### src/rtl/scan_raster_gen.sv
// rtl/scan_raster_gen.sv - raster scan X/Y position, pixel dwell strobe and line/frame markers
module scan_raster_gen #(
    parameter int X_POINTS      = 256,
    parameter int Y_POINTS      = 256,
    parameter int POS_W         = 10,
    parameter int DWELL_CYCLES  = 100,
    parameter int SETTLE_CYCLES = 1000,
    parameter int SERPENTINE    = 0
) (
    input  logic             clk_100m,
    input  logic             reset_n,
    input  logic             run,
    output logic [POS_W-1:0] x_pos,
    output logic [POS_W-1:0] y_pos,
    output logic             pixel_strobe,
    output logic             line_start,
    output logic             frame_done,
    output logic             busy,
    output logic [15:0]      frame_cnt
);

    localparam int SC_W = $clog2(SETTLE_CYCLES + 1);
    localparam int DC_W = $clog2(DWELL_CYCLES + 1);
    localparam logic [SC_W-1:0]  SETTLE_LAST = SC_W'(SETTLE_CYCLES - 1);
    localparam logic [DC_W-1:0]  DWELL_LAST  = DC_W'(DWELL_CYCLES - 1);
    localparam logic [POS_W-1:0] X_LAST      = POS_W'(X_POINTS - 1);
    localparam logic [POS_W-1:0] Y_LAST      = POS_W'(Y_POINTS - 1);
    localparam bit               SERP        = (SERPENTINE != 0);

    typedef enum logic [1:0] {IDLE, SETTLE, DWELL} state_t;

    state_t           state, state_n;
    logic [SC_W-1:0]  settle_cnt, settle_n;
    logic [DC_W-1:0]  dwell_cnt, dwell_n;
    logic [POS_W-1:0] x_n, y_n;
    logic [15:0]      frame_n;
    logic             new_line, reverse, at_eol, rev_n, last_pix_n;
    logic             strobe_n, line_start_n, frame_done_n;

    always_ff @(posedge clk_100m or negedge reset_n) begin
        if (!reset_n) begin
            state        <= IDLE;
            settle_cnt   <= '0;
            dwell_cnt    <= '0;
            x_pos        <= '0;
            y_pos        <= '0;
            pixel_strobe <= 1'b0;
            line_start   <= 1'b0;
            frame_done   <= 1'b0;
            busy         <= 1'b0;
            frame_cnt    <= '0;
        end else begin
            state        <= state_n;
            settle_cnt   <= settle_n;
            dwell_cnt    <= dwell_n;
            x_pos        <= x_n;
            y_pos        <= y_n;
            pixel_strobe <= strobe_n;
            line_start   <= line_start_n;
            frame_done   <= frame_done_n;
            busy         <= (state_n != IDLE);
            frame_cnt    <= frame_n;
        end
    end

    always_comb begin
        state_n  = state;
        settle_n = settle_cnt;
        dwell_n  = dwell_cnt;
        x_n      = x_pos;
        y_n      = y_pos;
        frame_n  = frame_cnt;
        new_line = 1'b0;
        reverse  = SERP && y_pos[0];
        at_eol   = reverse ? (x_pos == '0) : (x_pos == X_LAST);

        case (state)
            IDLE: begin
                x_n = '0;
                y_n = '0;
                if (run) begin
                    state_n  = SETTLE;
                    settle_n = '0;
                end
            end
            SETTLE: begin
                if (!run) begin
                    state_n  = IDLE;
                    settle_n = '0;
                    dwell_n  = '0;
                    x_n      = '0;
                    y_n      = '0;
                end else if (settle_cnt == SETTLE_LAST) begin
                    state_n  = DWELL;
                    settle_n = '0;
                    dwell_n  = '0;
                    new_line = 1'b1;
                end else begin
                    settle_n = settle_cnt + SC_W'(1);
                end
            end
            DWELL: begin
                // The strobe for this pixel is already out, so a frame end completes even if run drops now.
                if (dwell_cnt == DWELL_LAST && at_eol && y_pos == Y_LAST) begin
                    frame_n  = frame_cnt + 16'd1;
                    x_n      = '0;
                    y_n      = '0;
                    dwell_n  = '0;
                    settle_n = '0;
                    state_n  = run ? SETTLE : IDLE;
                end else if (!run) begin
                    state_n  = IDLE;
                    settle_n = '0;
                    dwell_n  = '0;
                    x_n      = '0;
                    y_n      = '0;
                end else if (dwell_cnt == DWELL_LAST) begin
                    dwell_n = '0;
                    if (!at_eol) begin
                        x_n = reverse ? x_pos - POS_W'(1) : x_pos + POS_W'(1);
                    end else begin
                        y_n      = y_pos + POS_W'(1);
                        x_n      = (SERP && y_n[0]) ? X_LAST : '0;
                        new_line = 1'b1;
                    end
                end else begin
                    dwell_n = dwell_cnt + DC_W'(1);
                end
            end
            default: begin
                state_n = IDLE;
                x_n     = '0;
                y_n     = '0;
            end
        endcase

        // Pulses are registered, so they are decoded from the values being loaded this edge.
        rev_n        = SERP && y_n[0];
        last_pix_n   = (y_n == Y_LAST) && (rev_n ? (x_n == '0) : (x_n == X_LAST));
        strobe_n     = (state_n == DWELL) && (dwell_n == DWELL_LAST);
        line_start_n = (state_n == DWELL) && new_line;
        frame_done_n = strobe_n && last_pix_n;
    end

endmodule

### config.mk
export PLATFORM = sky130hd
export DESIGN_NAME = scan_raster_gen
export DESIGN_NICKNAME = d
export VERILOG_FILES = /design/src/rtl/scan_raster_gen.sv
export SDC_FILE = /design/constraint.sdc
export NUM_CORES = 1
export LEC_CHECK = 0
export BUFFER_PORTS_ARGS = -buffer_cell sky130_fd_sc_hd__buf_2
export CAP_MARGIN = 40
export CORE_MARGIN = 2
export CORE_UTILIZATION = 53
export DETAILED_ROUTE_END_ITERATION = 8
export PLACE_DENSITY = 0.77
export SYNTH_ARGS = -nofsm -noshare
export SYNTH_HDL_FRONTEND = slang
export SYNTH_SLANG_ARGS = --single-unit
export TNS_END_PERCENT = 5
### constraint.sdc
create_clock -name clk_100m -period 2.7 [get_ports clk_100m]
set_clock_uncertainty 0.05 [all_clocks]
set_input_delay 0.135 -clock clk_100m [delete_from_list [all_inputs] [get_ports clk_100m]]
set_output_delay 0.135 -clock clk_100m [all_outputs]
set_load 0.01 [all_outputs]
Word level (Yosys, flattened, before mapping)
Cells that the tools add are included. W data, S select, Z words.

Memories kept: 0. Input bits: 3. Register bits after elaboration: 59. Latch bits: 0. Bits in writable memories: 0. Output and inout bits: 40. Memory bits (read-only): 0.

Multiplexer cells: 38. Order comparisons: 0. Eq/ne operators: 12. Reductions and logical operators: 11. Div/mod/pow operators: 0. Shift operators: 0. Bitwise gates (word level): 0. Multipliers: 0. Add/sub/neg operators: 5.

Operators with widths (count): $mux W10 (15); $eq A10 B8 Y1 const B (4); $pmux W10 S2 (2); $mux W7 (5); $add A10 B1 Y10 const B (3); $pmux W10 S3 (1); $add A16 B1 Y16 const B (1); $eq A7 B7 Y1 const B (2); $pmux W7 S2 (1); $eq A10 B10 Y1 const B (1); $mux W2 (5); $add A7 B1 Y7 const B (1); $mux W1 (7); $logic_and A1 B1 Y1 (6); $pmux W2 S3 (1); $eq A2 B2 Y1 const B (2); $ne A3 B3 Y1 const B (1); $reduce_and A3 Y1 (1); $reduce_bool A3 Y1 (1); $eq A2 B1 Y1 const B (1); $logic_not A2 Y1 (1); $ne A2 B2 Y1 const B (1); $pmux W1 S2 (1); $reduce_and A2 Y1 (1); $reduce_bool A2 Y1 (1).

Depth between registers and ports, before layout
Gate-level depths: netlist of the first run.

Depth in word-level cells: 9. Mapped depth: 10. Depth with buffers taken out: 9.

Worst setup path after synthesis of the first run
Ideal clock, no wire load.

Kind: register to register. Start point: register dwell_cnt[0]. End point: register frame_done. Period minus slack after synthesis: 2575 ps. Path slack: 125 ps. Arrival: 2429 ps. Setup time: 96 ps. Stages on the path, launching flop included: 10. Path through: dfrtp_1 -> ha_1 -> buf_6 -> or3b_4 -> or4_1 -> a221oi_2 -> a21oi_1 -> nor4b_2 -> nand4_1 -> nor4_2.

Cells in the longest elaborated chain, start to end: 8.

Ends and longest elaborated chain: start: declaration (line 34) `logic [DC_W-1:0] dwell_cnt, dwell_n;`; start signal: assignment (line 55) `dwell_cnt <= dwell_n;`; $add A7 B1 Y7 or $eq A7 B7 Y1 (tied branches) (line 127, 104, 117); $mux W7, or another cell as far along (line 117) `end else if (dwell_cnt == DWELL_LAST) begin`; $mux W7, or another cell as far along (line 111) `end else if (!run) begin`; $mux W7, or another cell as far along (line 104) `if (dwell_cnt == DWELL_LAST && at_eol && y_pos == Y_LAST) begin`; $pmux W7 S2, or another cell as far along (line 77) `case (state)`; $eq A7 B7 Y1, or another cell as far along (line 140) `strobe_n = (state_n == DWELL) && (dwell_n == DWELL_LAST);`; $logic_and A1 B1 Y1, on equally long branches (line 140, 139); $logic_and A1 B1 Y1 * (line 142) `frame_done_n = strobe_n && last_pix_n;`; named net frame_done_n (line 38) `logic strobe_n, line_start_n, frame_done_n;`; end signal: assignment (line 60) `frame_done <= frame_done_n;`; end: declaration (line 17) `output logic frame_done,`.

The timed path passes the listed nets; every way through them passes the cells marked *. A chain may end at the register's enable or synchronous reset.

Worst setup path in the final report of the first run
Start point: register dwell_cnt[1]. End point: register frame_done.

Same word-level chain as after synthesis.

==> metrics.txt, run 1 <==
die height=85.9 µm; initial antenna violation count=0; Static Leak=2.01 nW; setup TNS=0 ps; Total Wirelength=9160 µm; Synth Register Bits=59; Final Cycle Share=95.2%; fmax=389 MHz; post-synthesis average cell area=9.07 µm²; commonest non-fill, non-tap cell in the layout=dfrtp_1; fraction of registers with async set/reset=100%; drt wl/cell=17.0 µm; Buffers on Ports=42; # clock sinks=59; Worst-Skew Late Latency=360 ps; Cells after Synth=392; top_reg_cell synth=dfrtp_1; Synth area leaders=dfrtp_1 42%, o21ai_0 4.9%, nand2_1 4.2%; PnR worst setup slack=128 ps; Worst Reg-to-Reg Cells=8; sequential area share after synthesis=41.5%; status=complete, but fails checks; cell area after synthesis=0.00355 mm²; Final Hold Vio Count=0; Core ar.=0.00642 mm²; worst-margin pin slew=597 ps; EDFF count, synth=0; Rows=29; Num CTS Buffers=9; largest area contributor in the netlist=dfrtp_1; Die W=85.9 µm; 1st-pass router iterations=7; Synth cell types=65; gr usage total=25.6%; Residual DRC=5; final setup fails=0; worst relative slew slack=60.2%; Max Cap Viol=0; Antenna Cells=0; IO Count=43; critical path startpoint category=register; post-DP HPWL=6620 µm; H-tree depth=3; Final min period=2570 ps; CP arrival=2770 ps; Hold Path Cell Cnt=4; total number of yosys warnings=0; worst vdd ir=387 µV; CTS tree=done; root buf cell=clkbuf_8; min-delay worst type=in -> reg; largest net degree at the start of global routing=35; CP Max Fanout=5; Worst Setup SP=dwell_cnt[1]; min-delay src=run; power density cells=528 mW/mm²; layout cell share with drive strength beyond 1=25.5%; NumNets Final=471; first-pass GRT wire length=14800 µm; grt ovf=0; Non-Filler Instances=540; most frequent cells in the layout=57 x dfrtp_1, 42 x buf_2, 39 x nand2_1, 34 x o21ai_0, 30 x nor2_1; Final Slew Violations=0; number of global-route vias before repair=3183; routability cong.=0.931; Placed Instances=523; area of the multi-input gates=0.00201 mm²; area share of the largest cell type after synthesis=41.5%; Setup CP Type=reg -> reg; area delta synth->final=20.1%; clk buf depth=2; vias=3436; Worst setup EP type=register; vias per cell=6.36; pre-CTS WS=62.4 ps; Die ar.=0.00738 mm²; fill cell count=516; Antenna Violating Nets Remaining=0; failing checks=design-rule violations; Critical Path RT=2900 ps; starting density of the core=55.3%; sequential standard cell area=0.00148 mm²; Syn Nets=405; CTS clk-pin slew, worst paths=60 ps; Starting DRT DRC Count=278; r2r startpoint=dwell_cnt[1]
[layer usage]
metal | GRT usage, % | share of wire [%]
met4 | 11.3 | 2.7
met5 | 0 | 0
met3 | 5.97 | 6.3
met1 | 34.7 | 45
met2 | 39.3 | 46
[state kept, by name (all words and copies together), names as in the netlist]
| register | flops |
|---|---|
| frame_cnt | 16 |
| x_pos | 10 |
| pixel_strobe | 1 |
| y_pos | 10 |
| line_start | 1 |
| state | 2 |
| dwell_cnt | 7 |
| settle_cnt | 10 |
| frame_done | 1 |
| busy | 1 |
[power by group]
group | total, mW | leakage, nW | switching (mW) | internal, mW
Combinational | 0.472 | 1.09 | 0.299 | 0.173
Clock | 0.840 | 0.106 | 0.365 | 0.475
Sequential | 0.943 | 0.817 | 0.0291 | 0.914
Total | 2.25 | 2.01 | 0.692 | 1.56
[cells in the mapped netlist, types with 8 or more instances]
master / n
nand3_1: 25
xnor2_1: 11
and3_1: 13
and2_1: 11
a31oi_1: 9
nand4_1: 19
nor2_1: 31
o21ai_0: 35
nor3_1: 8
dfrtp_1: 59
o31ai_1: 9
clkbuf_1: 8
xor2_1: 12
nand2_1: 40
ha_1: 10
[kinds of logic after synthesis]
family,Yosys count,synth area share (%)
and+or+nand+nor,191,29.7
AOI/OAI and AO/OA,83,15.0
DFF,59,41.5
buffers and inverters,24,3.98
xor gates and xnor gates,23,5.67
adders and majority gates,10,3.52
muxes,2,0.634
[final timing paths]
check	slack (ps)	to
min reg2reg	410	frame_cnt[15]
max	130	frame_done
max in group asynchronous	1490	y_pos[3]
min in group asynchronous	260	x_pos[8]
min	250	x_pos[2]
max reg2reg	130	frame_done
[layout make-up]
cell class                      count  area share, %
Clock inverter                      4           1.14
Clock buffer                       12           3.63
Tap cell                           77           2.26
Multi-Input combinational cell    309           47.1
Inverter                            6          0.528
Sequential cell                    59           34.6
Timing Repair Buffer               73           10.7
[worst max-delay path, stage by stage, from the launching register on]
cell and delay (ps):
dfrtp_1 370, ha_1 180, or3b_4 420, or4_1 490, a221oi_2 230, a21oi_1 100, nor4b_2 300, nand4_1 160
nor4_2 160
[timing repair]
item,in CTS,in global routing
setup buffers,0,0
setup endpoints to repair,0,2
hold buffers,1,0
resized for setup,0,20
hold endpoints to repair,25,0
[metrics by stage]
stage / utilization, % / instance area [µm²] / power (mW) / hold slack (ps)
floorplan: - / 3550 / 1.21 / -211
global placement: 62.0 / 3980 / 1.37 / 124
detailed placement: 62.0 / 3980 / 1.38 / 128
CTS: 65.3 / 4190 / 2.22 / 245
global route: 66.5 / 4270 / 2.35 / 291
finish: 66.5 / 4270 / 2.25 / 252
No activity file was read; power rests on OpenSTA's default activity.
==> run 2, diff against run 1 <==
--- a/config.mk
+++ b/config.mk
@@ -10,7 +10,7 @@
 export CORE_MARGIN = 2
 export CORE_UTILIZATION = 53
 export DETAILED_ROUTE_END_ITERATION = 8
-export PLACE_DENSITY = 0.77
+export PLACE_DENSITY = 0.76
 export SYNTH_ARGS = -nofsm -noshare
 export SYNTH_HDL_FRONTEND = slang
 export SYNTH_SLANG_ARGS = --single-unit
==> run 2 against run 1 <==
  * The run still ends with design-rule violations left
  * Combinational power decreased by 0.8%
  * Cell area about the same
  * Count of clock-buffer cells in the layout decreased by 3
  * Register-to-register slack got worse by 30 ps
  * Sequential power decreased by 0.7%
  * Final cell count decreased by 0.19%
  * Core utilization increased by 0.058 points
  * First-iteration DRC count increased by 0.36%
  * Die area unchanged
  * Critical path type unchanged
  * Power decreased by 2.5%
  * Clock power decreased by 5.5%
  * Wire length decreased by 1.5%
==> metrics.txt, run 2 (synthesis gave the netlist of run 1 again) <==
status=complete, but fails checks; failing checks=design-rule violations; setup TNS=0 ps (unchanged); area delta synth->final=20.2% (about the same); Setup CP Type=reg -> reg; vias=3337 (-2.9%); Rows=29 (unchanged); IO Count=43 (unchanged); power density cells=514 mW/mm² (-2.6%); Buffers on Ports=42 (unchanged); die height=85.9 µm (unchanged); Largest register FFs=16 (unchanged); fmax=385 MHz (-1.1%); routability cong.=0.913 (-1.9%); Die ar.=0.00738 mm² (unchanged); CTS clk-pin slew, worst paths=70 ps (about the same); worst-margin pin slew=729 ps (+132 ps); NumNets Final=470 (-0.21%); post-DP HPWL=6240 µm (-5.7%); most flop-heavy register=frame_cnt; final setup fails=0 (unchanged); Antenna Cells=0 (unchanged); commonest non-fill, non-tap cell in the layout=dfrtp_1; Worst-Skew Late Latency=360 ps (about the same); Final min period=2600 ps (+28.6 ps); Num CTS Buffers=9 (unchanged); Final Slew Violations=0 (unchanged); # clock sinks=59 (unchanged); min-delay worst type=in -> reg; Die W=85.9 µm (unchanged); number of global-route vias before repair=3054 (-4.1%); Critical Path RT=2900 ps (about the same); Max Cap Viol=0 (unchanged); initial antenna violation count=0 (unchanged); most frequent cells in the layout=58 x dfrtp_1, 42 x buf_2, 39 x nand2_1, 34 x o21ai_0, 30 x nor2_1; gr usage total=25.3% (-0.30 points); Antenna Violating Nets Remaining=0 (unchanged); largest net degree at the start of global routing=60 (+71%); CP arrival=2800 ps (+30 ps); CP Max Fanout=4 (-1); root buf cell=clkbuf_8; layout cell share with drive strength beyond 1=26.4% (+0.92 points); Residual DRC=2 (-3); vias per cell=6.19 (-2.7%); starting density of the core=55.3% (unchanged); clk buf depth=2 (unchanged); worst relative slew slack=51.4% (-8.8 points); worst vdd ir=299 µV (-23%); Final Hold Vio Count=0 (unchanged); drt wl/cell=16.7 µm (-1.3%); grt ovf=0 (unchanged); first-pass GRT wire length=14600 µm (-1.5%); H-tree depth=3 (unchanged); Starting DRT DRC Count=279 (+0.36%); Static Leak=1.97 nW (-1.8%); critical path startpoint category=register; Total Wirelength=9020 µm (-1.5%); CTS tree=done; 1st-pass router iterations=7 (unchanged); Final Cycle Share=96.3% (+1.1 points); Final Power=2.20 mW (-2.5%); Worst setup EP type=register; Core ar.=0.00642 mm² (unchanged)
run 2: cell types whose count changed in the layout (fill, tap and decap cells not counted), sizes merged:
| cell | change |
|---|---|
| clkbuf | -3 |
| buf | -1 |
| clkinvlp | +2 |
| clkinv | +1 |
run 2: what timing repair did:
action	4_1_cts	5_1_grt
buffers inserted	0	3
hold buffers	1	0
endpoints found under the setup margin	1	15
resized for setup	1	23
hold endpoints to repair	59	0
pin swaps	0	4
run 2: power breakdown:
| group | internal (mW) | switching (mW) | total, mW |
|---|---|---|---|
| registers | 0.912 | 0.0238 | 0.936 |
| clock network | 0.422 | 0.372 | 0.794 |
| logic | 0.174 | 0.293 | 0.468 |
| total | 1.51 | 0.689 | 2.20 |
run 2: worst max-delay path: stages, from the launching register on:
cell      delay (ps)
dfrtp_1          390
ha_2             180
or3b_4           390
or4_4            500
a221oi_4         270
a21oi_2           70
nor4b_2          310
nand4_1          170
nor4_2           170
run 2: area by class of cell:
cell class / count / area, µm²
Sequential cell: 59 / 1480
Clock buffer: 9 / 124
Inverter: 6 / 22.5
Multi-Input combinational cell: 309 / 2030
Tap cell: 77 / 96.3
Fill cell: 490 / 2150
Timing Repair Buffer: 72 / 450
Clock inverter: 7 / 68.8
run 2: per-layer routing:
metal  up-vias  GRT usage (%)  part of all wire, %
met1      1577           35.6                   44
met3        18           4.04                  6.9
met2       159           37.8                   47
met5         -              0                    0
li1       1583              -                    -
met4         0           12.8                  2.0
run 2: final timing paths:
check,startpoint,end,slack (ps),depth (start not counted)
worst max-delay path,dwell_cnt[1],frame_done,100,8
worst min-delay path,run,x_pos[2],250,4
worst max register to register,dwell_cnt[1],frame_done,100,8
worst min register to register,frame_cnt[15],frame_cnt[15],420,1
max in group asynchronous,reset_n,state[1],1650,3
min in group asynchronous,reset_n,frame_cnt[7],420,3
run 2: stage by stage:
stage	area [µm²]	std cells	worst slack (ps)	utilization (%)	hold slack, ps
detailed placement	3950	519	71.1	61.5	284
floorplan	3550	392	125	-	-211
global route	4270	539	-38.5	66.5	299
global placement	3950	519	131	61.5	278
finish	4270	539	99.9	66.5	252
CTS	4160	536	4.76	64.7	221
==> run 3, diff against run 2 <==
--- a/config.mk
+++ b/config.mk
@@ -8,9 +8,10 @@
 export BUFFER_PORTS_ARGS = -buffer_cell sky130_fd_sc_hd__buf_2
 export CAP_MARGIN = 40
 export CORE_MARGIN = 2
-export CORE_UTILIZATION = 53
+export CORE_UTILIZATION = 33
+export CTS_BUF_LIST = sky130_fd_sc_hd__clkbuf_4 sky130_fd_sc_hd__clkbuf_8
 export DETAILED_ROUTE_END_ITERATION = 8
-export PLACE_DENSITY = 0.76
+export PLACE_DENSITY = 0.51
 export SYNTH_ARGS = -nofsm -noshare
 export SYNTH_HDL_FRONTEND = slang
 export SYNTH_SLANG_ARGS = --single-unit
==> run 3 against run 2 <==
  * The run now ends clean
  * Sequential power decreased by 0.7%
  * Sequential share of layout area decreased by 1.2 points
  * Final cell count increased by 14%
  * Flip-flop and latch count unchanged
  * Power increased by 0.82%
  * Die area increased by 57%
  * Clock power increased by 2.6%
  * Largest power group unchanged
==> metrics.txt, run 3 (synthesis gave the netlist of run 1 again) <==
fill cell count=1059 (+120%); Core ar.=0.0104 mm² (+61%); fin util=42.6% (-24 points); initial antenna violation count=0 (unchanged); NumNets Final=488 (+3.8%); cells traversed along the worst timing path=ha_4, or3b_4, or4_4, a221oi_4, a21oi_2, nor4b_2, nand4_1, nor4_2; CTS clk-pin slew, worst paths=80 ps (about the same); root buf cell=clkbuf_8; drt wl/cell=16.4 µm (-2.2%); Static Leak=2.07 nW (+5.1%); Final min period=2700 ps (+94.9 ps); Final Hold Vio Count=0 (unchanged); post-DP HPWL=7440 µm (+19%); Final Cycle Share=99.8% (+3.5 points); most frequent cells in the layout=59 x dfrtp_1, 47 x buf_4, 42 x buf_2, 40 x nand2_1, 35 x o21ai_0; Final Slew Violations=0 (unchanged); first-pass GRT wire length=16500 µm (+13%); worst relative slew slack=57.7% (+6.3 points); area delta synth->final=24.3%; GR peak layer=met2; worst-margin pin slew=635 ps (-94.6 ps); Worst setup EP type=register; Setup CP Type=reg -> reg; area of the multi-input gates=0.00198 mm² (-2.4%); unrepaired setup endpoints after global routing=true; Net Sw Frac=32.2% (+0.83 points); H-tree depth=3 (unchanged); Max Cap Viol=0 (unchanged); GRT met3 Usage=4.78% (+0.74 points); Die ar.=0.0116 mm² (+57%); CP arrival=2890 ps (+90 ps); CTS tree=done; met1 Track Usage GR=24.0% (-12 points); starting density of the core=34.3% (-21 points); Gate power share=21.3% (about the same); Worst-Skew Late Latency=340 ps (-20 ps); Non-Filler Instances=616 (+14%); min-delay worst type=in -> async; Critical Path RT=2900 ps (about the same); Total Wirelength=10100 µm (+12%); routability cong.=0.925 (+1.3%); WP buf/inv=0 (unchanged); grt ovf=0 (unchanged); clk buf depth=2 (unchanged); Clk pwr share=36.8% (+0.7 points); sw power=0.713 mW (+3.5%); commonest non-fill, non-tap cell in the layout=dfrtp_1; status=finished clean; Antenna Cells=0 (unchanged); IO Count=43 (unchanged); Residual DRC=0 (-2); Largest register FFs=16 (unchanged); 1st-pass router iterations=5 (-2); fmax=371 MHz (-3.5%); cell internal pwr=1.50 mW (-0.39%); Antenna Violating Nets Remaining=0 (unchanged); met2 Track Usage GR=29.1% (-8.8 points); CP Max Fanout=5 (+1); largest net degree at the start of global routing=28 (-53%); # clock sinks=59 (unchanged); layout cell share with drive strength beyond 1=26.3% (-0.16 points); final setup fails=0 (unchanged); Die W=108 µm (+25%); vias per cell=5.37 (-13%); max incr delay on CP=440 ps (-60 ps); Final Power=2.22 mW (+0.82%); Num CTS Buffers=9 (unchanged); power density cells=501 mW/mm² (-2.5%); Placed Instances=598 (+15%); critical path startpoint category=register; CP max-delay cell=or4_4; die height=108 µm (+25%); Starting DRT DRC Count=187 (-33%); sequential standard cell area=0.00148 mm² (about the same); Flop pwr share=41.9% (-0.7 points); Rows=37 (+28%); CP top delay family=simple AND/OR/NAND/NOR gates; worst vdd ir=215 µV (-28%); Buffers on Ports=42 (unchanged); gr usage total=18.2% (-7.1 points); most flop-heavy register=frame_cnt; number of global-route vias before repair=3306 (+8.3%); vias=3306 (-0.93%)
-- run 3: cell type report --
class / count / share of cell area (%)
clock buffer: 9 / 2.80
timing repair buffer: 90 / 13.0
clock inverter: 7 / 1.56
inverter: 6 / 0.510
tap: 136 / 3.85
multi-input combinational: 309 / 44.9
sequential: 59 / 33.4
-- run 3: path summary, 6_finish.rpt --
path | startpoint | to | slack (ps) | depth (start not counted)
setup / recovery | dwell_cnt[1] | frame_done | 5 | 8
setup reg to reg | dwell_cnt[1] | frame_done | 5 | 8
hold reg to reg | frame_cnt[15] | frame_cnt[15] | 420 | 1
min in group clk_100m | run | settle_cnt[1] | 320 | 5
max in group asynchronous | reset_n | settle_cnt[6] | 1600 | 3
hold / removal | reset_n | frame_cnt[15] | 300 | 2
-- run 3: repair_timing --
action                                  4_1_cts  5_1_grt
pin swaps                                     1        6
endpoints found under the setup margin        1        9
hold endpoints to repair                     25        0
hold buffers                                  1        0
setup buffers                                 0        1
gates resized for setup                       0        9
-- run 3: power groups by stage --
| stage | registers, mW | logic (mW) | clock network [mW] |
|---|---|---|---|
| 3_3_place_gp | 0.944 | 0.461 | 0 |
| 5_1_grt | 0.931 | 0.529 | 0.896 |
| 3_5_place_dp | 0.945 | 0.467 | 0 |
| 4_1_cts | 0.927 | 0.470 | 0.843 |
| 2_1_floorplan | 0.955 | 0.252 | 0 |
| 6_report | 0.929 | 0.472 | 0.815 |
-- run 3: layer usage --
layer  routed length, µm  vias to the layer above
met2                4660                       76
met5                   0                        -
met3                 375                       12
met4                 153                        0
li1                    -                     1610
met1                4900                     1608
-- run 3: stage by stage --
stage	setup TNS [ps]	cell area [µm²]	setup WS, ps	hold slack [ps]
global route	-152	4420	-101	337
floorplan	0	3550	125	-211
detailed placement	-56.6	4160	-56.6	151
global placement	0	4160	74.4	144
CTS	0	4360	11.0	300
finish	0	4420	4.95	299
